[config.mk]
export PLATFORM = sky130hd
export DESIGN_NAME = mul_div_unit
export DESIGN_NICKNAME = d
export VERILOG_FILES = /design/src/rtl/mdu_pkg.sv /design/src/rtl/mdu_signfix.sv /design/src/rtl/mul_div_unit.sv
export SDC_FILE = /design/constraint.sdc
export NUM_CORES = 1
export LEC_CHECK = 0
export CORE_MARGIN = 2
export CORE_UTILIZATION = 45
export CTS_CLUSTER_DIAMETER = 80
export DETAILED_ROUTE_END_ITERATION = 7
export PLACE_DENSITY = 0.77
export SYNTH_ARGS = -nofsm -noshare
export SYNTH_HDL_FRONTEND = slang
export SYNTH_SLANG_ARGS = --single-unit
[constraint.sdc]
create_clock -name clk -period 4.15 [get_ports clk]
set_clock_uncertainty 0.15 [all_clocks]
set_input_delay 0.83 -clock clk [delete_from_list [all_inputs] [get_ports clk]]
set_output_delay 0.83 -clock clk [all_outputs]
set_load 0.005 [all_outputs]
[src/rtl/mdu_pkg.sv]
// Shared definitions for the iterative multiply/divide unit: op codes,
// FSM states and the iteration counter sizing helper.
package mdu_pkg;

  typedef enum logic [1:0] {
    MDU_MULT  = 2'b00,
    MDU_MULTU = 2'b01,
    MDU_DIV   = 2'b10,
    MDU_DIVU  = 2'b11
  } mdu_op_e;

  typedef enum logic [1:0] {
    IDLE = 2'd0,
    CALC = 2'd1,
    FIX  = 2'd2
  } mdu_state_e;

  // Counter must hold 0..WIDTH-1.
  function automatic int mdu_cnt_w(input int width);
    return $clog2(width);
  endfunction

endpackage

[src/rtl/mdu_signfix.sv]
// Conditional two's-complement negate. Used both to take operand magnitudes
// and to restore result signs; -MIN maps onto itself, which is its magnitude.
module mdu_signfix #(
  parameter int WIDTH = 32
) (
  input  logic             neg,
  input  logic [WIDTH-1:0] din,
  output logic [WIDTH-1:0] dout
);

  assign dout = neg ? (~din + WIDTH'(1)) : din;

endmodule

[src/rtl/mul_div_unit.sv]
// Iterative MULT/MULTU/DIV/DIVU unit with HI/LO registers. One multiplier or
// quotient bit per cycle on magnitudes; signs are reapplied in the FIX state.
module mul_div_unit
  import mdu_pkg::*;
#(
  parameter int WIDTH = 32
) (
  input  logic             clk,
  input  logic             rst_n,
  input  logic             start,
  input  logic [1:0]       op,
  input  logic [WIDTH-1:0] a,
  input  logic [WIDTH-1:0] b,
  input  logic             hi_we,
  input  logic             lo_we,
  input  logic [WIDTH-1:0] wdata,
  output logic             busy,
  output logic             done,
  output logic             div_zero,
  output logic [WIDTH-1:0] hi,
  output logic [WIDTH-1:0] lo
);

  localparam int              CW   = mdu_cnt_w(WIDTH);
  localparam logic [CW-1:0]   LAST = CW'(WIDTH - 1);

  mdu_state_e state, state_nxt;

  logic [CW-1:0]      cnt;
  logic [2*WIDTH-1:0] acc;   // mult: {partial product, multiplier}; div: quotient in low half
  logic [WIDTH:0]     rem;
  logic [WIDTH-1:0]   opd;   // multiplicand or divisor magnitude
  logic               is_div, neg_q, neg_r, dz;

  // Operand decode and magnitudes
  logic             op_signed, op_div, sa, sb;
  logic [WIDTH-1:0] abs_a, abs_b;

  assign op_signed = (op == MDU_MULT) || (op == MDU_DIV);
  assign op_div    = (op == MDU_DIV)  || (op == MDU_DIVU);
  assign sa        = op_signed & a[WIDTH-1];
  assign sb        = op_signed & b[WIDTH-1];

  mdu_signfix #(.WIDTH(WIDTH)) u_abs_a (.neg(sa), .din(a), .dout(abs_a));
  mdu_signfix #(.WIDTH(WIDTH)) u_abs_b (.neg(sb), .din(b), .dout(abs_b));

  // Shift-add step
  logic [WIDTH:0]     sum;
  logic [2*WIDTH-1:0] mul_nxt;
  assign sum     = {1'b0, acc[2*WIDTH-1:WIDTH]} + (acc[0] ? {1'b0, opd} : '0);
  assign mul_nxt = {sum, acc[WIDTH-1:1]};

  // Restoring divide step; diff[WIDTH] set means the trial subtraction borrowed
  logic [WIDTH:0] trial, diff;
  assign trial = {rem[WIDTH-1:0], acc[WIDTH-1]};
  assign diff  = trial - {1'b0, opd};

  // Result sign correction
  logic [2*WIDTH-1:0] prod_fix;
  logic [WIDTH-1:0]   q_fix, r_fix;

  mdu_signfix #(.WIDTH(2*WIDTH)) u_fix_p (.neg(neg_q), .din(acc),                .dout(prod_fix));
  mdu_signfix #(.WIDTH(WIDTH))   u_fix_q (.neg(neg_q), .din(acc[WIDTH-1:0]),     .dout(q_fix));
  mdu_signfix #(.WIDTH(WIDTH))   u_fix_r (.neg(neg_r), .din(rem[WIDTH-1:0]),     .dout(r_fix));

  always_comb begin
    state_nxt = state;
    case (state)
      IDLE:    if (start) state_nxt = CALC;
      CALC:    if (cnt == LAST) state_nxt = FIX;
      FIX:     state_nxt = IDLE;
      default: state_nxt = IDLE;
    endcase
  end

  always_ff @(posedge clk or negedge rst_n) begin
    if (!rst_n) begin
      state    <= IDLE;
      cnt      <= '0;
      acc      <= '0;
      rem      <= '0;
      opd      <= '0;
      is_div   <= 1'b0;
      neg_q    <= 1'b0;
      neg_r    <= 1'b0;
      dz       <= 1'b0;
      busy     <= 1'b0;
      done     <= 1'b0;
      div_zero <= 1'b0;
      hi       <= '0;
      lo       <= '0;
    end else begin
      state <= state_nxt;
      done  <= 1'b0;
      case (state)
        IDLE: begin
          // MTHI/MTLO land first; an op started this cycle overwrites them at FIX
          if (hi_we) hi <= wdata;
          if (lo_we) lo <= wdata;
          if (start) begin
            busy     <= 1'b1;
            div_zero <= 1'b0;
            cnt      <= '0;
            rem      <= '0;
            is_div   <= op_div;
            neg_q    <= sa ^ sb;
            neg_r    <= sa;
            dz       <= op_div && (b == '0);
            opd      <= op_div ? abs_b : abs_a;
            acc      <= {{WIDTH{1'b0}}, (op_div ? abs_a : abs_b)};
          end
        end
        CALC: begin
          cnt <= cnt + CW'(1);
          if (is_div) begin
            rem <= diff[WIDTH] ? trial : diff;
            acc <= {acc[2*WIDTH-1:WIDTH], acc[WIDTH-2:0], ~diff[WIDTH]};
          end else begin
            acc <= mul_nxt;
          end
        end
        FIX: begin
          busy     <= 1'b0;
          done     <= 1'b1;
          div_zero <= dz;
          if (is_div) begin
            // Divide by zero leaves rem = |a|, so r_fix restores the original dividend
            lo <= dz ? '1 : q_fix;
            hi <= r_fix;
          end else begin
            lo <= prod_fix[WIDTH-1:0];
            hi <= prod_fix[2*WIDTH-1:WIDTH];
          end
        end
        default: ;
      endcase
    end
  end

endmodule

==> key figures <==
Status
  • Status: complete, no violations

CTS
  • Clock Tree Buf Depth: 3
  • Sink Count: 206
  • Post CTS Setup Buffer Count: 0
  • Inserted Clock Buffers: 23
  • Root buf cell: clkbuf_16
  • H-tree level count: 1
  • CTS tree: done
  • Clock transition at path regs: 0.06 ns
  • CTS Hold Bufs: 0
  • Worst-Skew Late Latency: 0.52 ns
  • Post-CTS Resized: 0

Global routing
  • Antenna violations before repair: 0
  • All-layer global routing usage: 28.8%
  • Vias in the first global route: 15400
  • First-pass GRT wire length: 87900 µm
  • Largest net degree at the start of global routing: 97
  • Grt ovf: 0

Drt
  • Drt wl/cell: 21.2 µm
  • Via count: 16700
  • DR iter-0 viols: 1807
  • Drt drc: 0
  • Wire length on met3: 5040 µm
  • Max layer used: met4
  • First-pass detailed-route iteration total: 6
  • Post-Route WL: 57000 µm
  • Met1 Wirelength: 25100 µm
  • Via/cell ratio: 6.23
  • Post-detailed-route count of antenna-violating nets: 0
  • Met2 WL: 25200 µm

Power
  • Design Power: 16.3 mW
  • Leakage: 8.03 nW
  • Power Density: 828 nW/µm²
  • Worst VDD drop: 0.000356 V

Cells and area
  • Design area: 19700 µm²
  • Diodes inserted: 0
  • FF/Latch Area: 5160 µm²
  • Fillers: 3279
  • P&R area growth vs syn: 18.2%
  • Area of the multi-input gates: 10800 µm²
  • Fin nets: 2376
  • Layout cell share with drive strength beyond 1: 6.18%

Timing
  • WHS: 0.244 ns
  • Setup TNS: 0 ns
  • Fmax: 269 MHz
  • Final min period: 3.71 ns
  • Slew HR: 34.2%
  • Final hold violations: 0
  • Worst-margin pin slew: 0.987 ns
  • # setup viols final: 0
  • Final worst path period share: 89.4%
  • Post-route worst setup slack: 0.439 ns
  • Final Max Slew Viols: 0
  • RSZ-0062 raised after global routing: no

Placement
  • Cell Area, Placed: 18900 µm²
  • # port buffers: 169
  • Hpwl dp: 44400 µm
  • GPL Wtd Cong: 0.968
  • Dpl ws: 0.271 ns

Yosys
  • Seq/Total Area, Yosys: 30.9%
  • Mapped Cells: 2077
  • Mapped Area: 16700 µm²
  • Post-synth top flop: dfrtp_1
  • Avg Cell Area, Syn: 8.02 µm²
  • Post-synth EDFFs: 0
  • Yosys cell types: 86
  • Synth warnings: 0
  • Asr flop ratio synth: 100%
  • Mapped Nets: 2252
  • Flop and latch count out of synthesis: 206

Worst setup path
  • Worst R2R Start: acc[0]$_DFFE_PN0P_
  • Worst r2r path cells: 13
  • CP Launch Type: flip-flop
  • Worst reg2reg setup slack: 0.44 ns
  • Worst EP arrival: 4.01 ns
  • Critical path type: reg2reg
  • Worst-path maximum fanout: 13
  • Reg2reg end: acc[62]$_DFFE_PN0P_
  • Worst Path Required: 4.45 ns
  • Crit end category: flip-flop

Floorplanning
  • Die Span X: 196 µm
  • Die H: 196 µm
  • Initial Util: 45.6%
  • Core area: 36500 µm²
  • Ports: 170
  • Die area: 38600 µm²
  • Row cnt: 70

Run
  • Max_cap viols: 0

Hold path
  • Worst hold path class: in2async
[worst max path at each step]
| stage | start | end | slack [ns] | cells after the start |
|---|---|---|---|---|
| after detailed placement | b[3] | acc[27]$_DFFE_PN0P_ | 0.27 | 9 |
| after floorplan | acc[0]$_DFFE_PN0P_ | acc[63]$_DFFE_PN0P_ | 0.73 | 13 |
| final | acc[0]$_DFFE_PN0P_ | acc[62]$_DFFE_PN0P_ | 0.44 | 13 |
| after global placement | a[9] | opd[30]$_DFFE_PN0P_ | 0.29 | 9 |
| after global routing | acc[0]$_DFFE_PN0P_ | acc[62]$_DFFE_PN0P_ | 0.21 | 13 |
| after CTS | acc[0]$_DFFE_PN0P_ | acc[62]$_DFFE_PN0P_ | 0.52 | 13 |
[cell usage after synthesis, drive strengths merged, types with 21 or more instances]
library cell  number  share of area [%]
nand3             31               0.96
nor2             159                3.6
xnor2            106                5.6
nand2            240                5.4
ha                70                5.3
o211ai            30                1.4
clkbuf           111                2.7
xor2              79                4.2
mux2i             66                4.0
or3               25               0.98
o31ai             39                1.9
nor3              30               0.97
or4               22                1.1
nand2b            26               0.98
inv               62                1.4
o21ai            266                8.0
a21oi            138                4.1
dfrtp            206                 31
a31oi             23               0.86
a211oi            32                1.4
a21o              27                1.2
nor4              27                1.2
and3              21               0.79
o22ai             32                1.2
[critical path: stages (launching register included)]
cell and delay (ns):
dfrtp_1 0.38, inv_1 0.31, buf_4 0.21, nor2_1 0.05, ha_1 0.31, o21ai_0 0.14, a21oi_1 0.22, a31oi_1 0.15
o31ai_1 0.56, a41oi_1 0.27, a21oi_1 0.27, a221oi_1 0.13, or4_1 0.41, nand3b_1 0.10
[registers in the layout, summed over array words and instances, names as in the netlist]
| register | flops |
|---|---|
| acc | 64 |
| neg_r | 1 |
| rem | 32 |
| is_div | 1 |
| state | 2 |
| neg_q | 1 |
| done | 1 |
| dz | 1 |
| hi | 32 |
| cnt | 5 |
| div_zero | 1 |
| opd | 32 |
| lo | 32 |
| busy | 1 |
[metrics by stage]
stage	utilization, %	instances
after global placement	51.8	2644
after floorplan	-	2077
after detailed placement	51.8	2644
after global routing	53.9	2684
after CTS	53.9	2684
final	53.9	2684
[final cells by class]
type                       instances  share of cell area [%]
clock buffer                      30                    3.26
multi-input combinational       1679                    54.7
clock inverter                    10                   0.692
timing repair buffer             226                    11.0
sequential                       206                    26.2
tap                              468                    2.97
inverter                          65                    1.24
[cell families after synthesis]
family                     after synthesis  share of synthesized area, %
buffers and inverters                  192                          4.66
AOI/OAI and AO/OA                      695                          25.6
adders and majority gates               72                          5.50
muxes                                   70                          4.23
and+or+nand+nor                        657                          19.3
xor gates and xnor gates               185                          9.72
DFF                                    206                          30.9
[placed cells by master (no fill, tap or decap), types with 22 or more instances in the layout]
| cell type | synthesis | final |
|---|---|---|
| a211oi_1 | 32 | 32 |
| a21o_1 | 27 | 27 |
| a21oi_1 | 138 | 138 |
| a31oi_1 | 23 | 23 |
| buf_4 | 1 | 53 |
| clkbuf_16 | 0 | 23 |
| clkdlybuf4s50_1 | 0 | 167 |
| dfrtp_1 | 206 | 205 |
| ha_1 | 70 | 70 |
| inv_1 | 62 | 62 |
| mux2i_1 | 66 | 66 |
| nand2_1 | 240 | 240 |
| nand2b_1 | 26 | 26 |
| nand3_1 | 30 | 30 |
| nor2_1 | 159 | 157 |
| nor3_1 | 29 | 29 |
| nor4_1 | 24 | 24 |
| o211ai_1 | 30 | 30 |
| o21ai_0 | 261 | 261 |
| o22ai_1 | 32 | 32 |
| o31ai_1 | 37 | 37 |
| or3_1 | 22 | 22 |
| xnor2_1 | 106 | 106 |
| xor2_1 | 79 | 79 |
[layer usage]
layer  up-vias  global-route usage [%]
met5         -                       0
met4         0                    8.61
met3        92                    4.67
met2       774                    44.9
met1      8038                    41.2
li1       7806                       -
[power breakdown]
part           total, mW  switching, mW  leakage [nW]  internal (mW)
combinational       10.0           5.66          5.12           4.35
sequential          4.17           1.21          2.52           2.96
clock               2.12          0.850         0.387           1.27
Power figures use the tool's default switching activity.
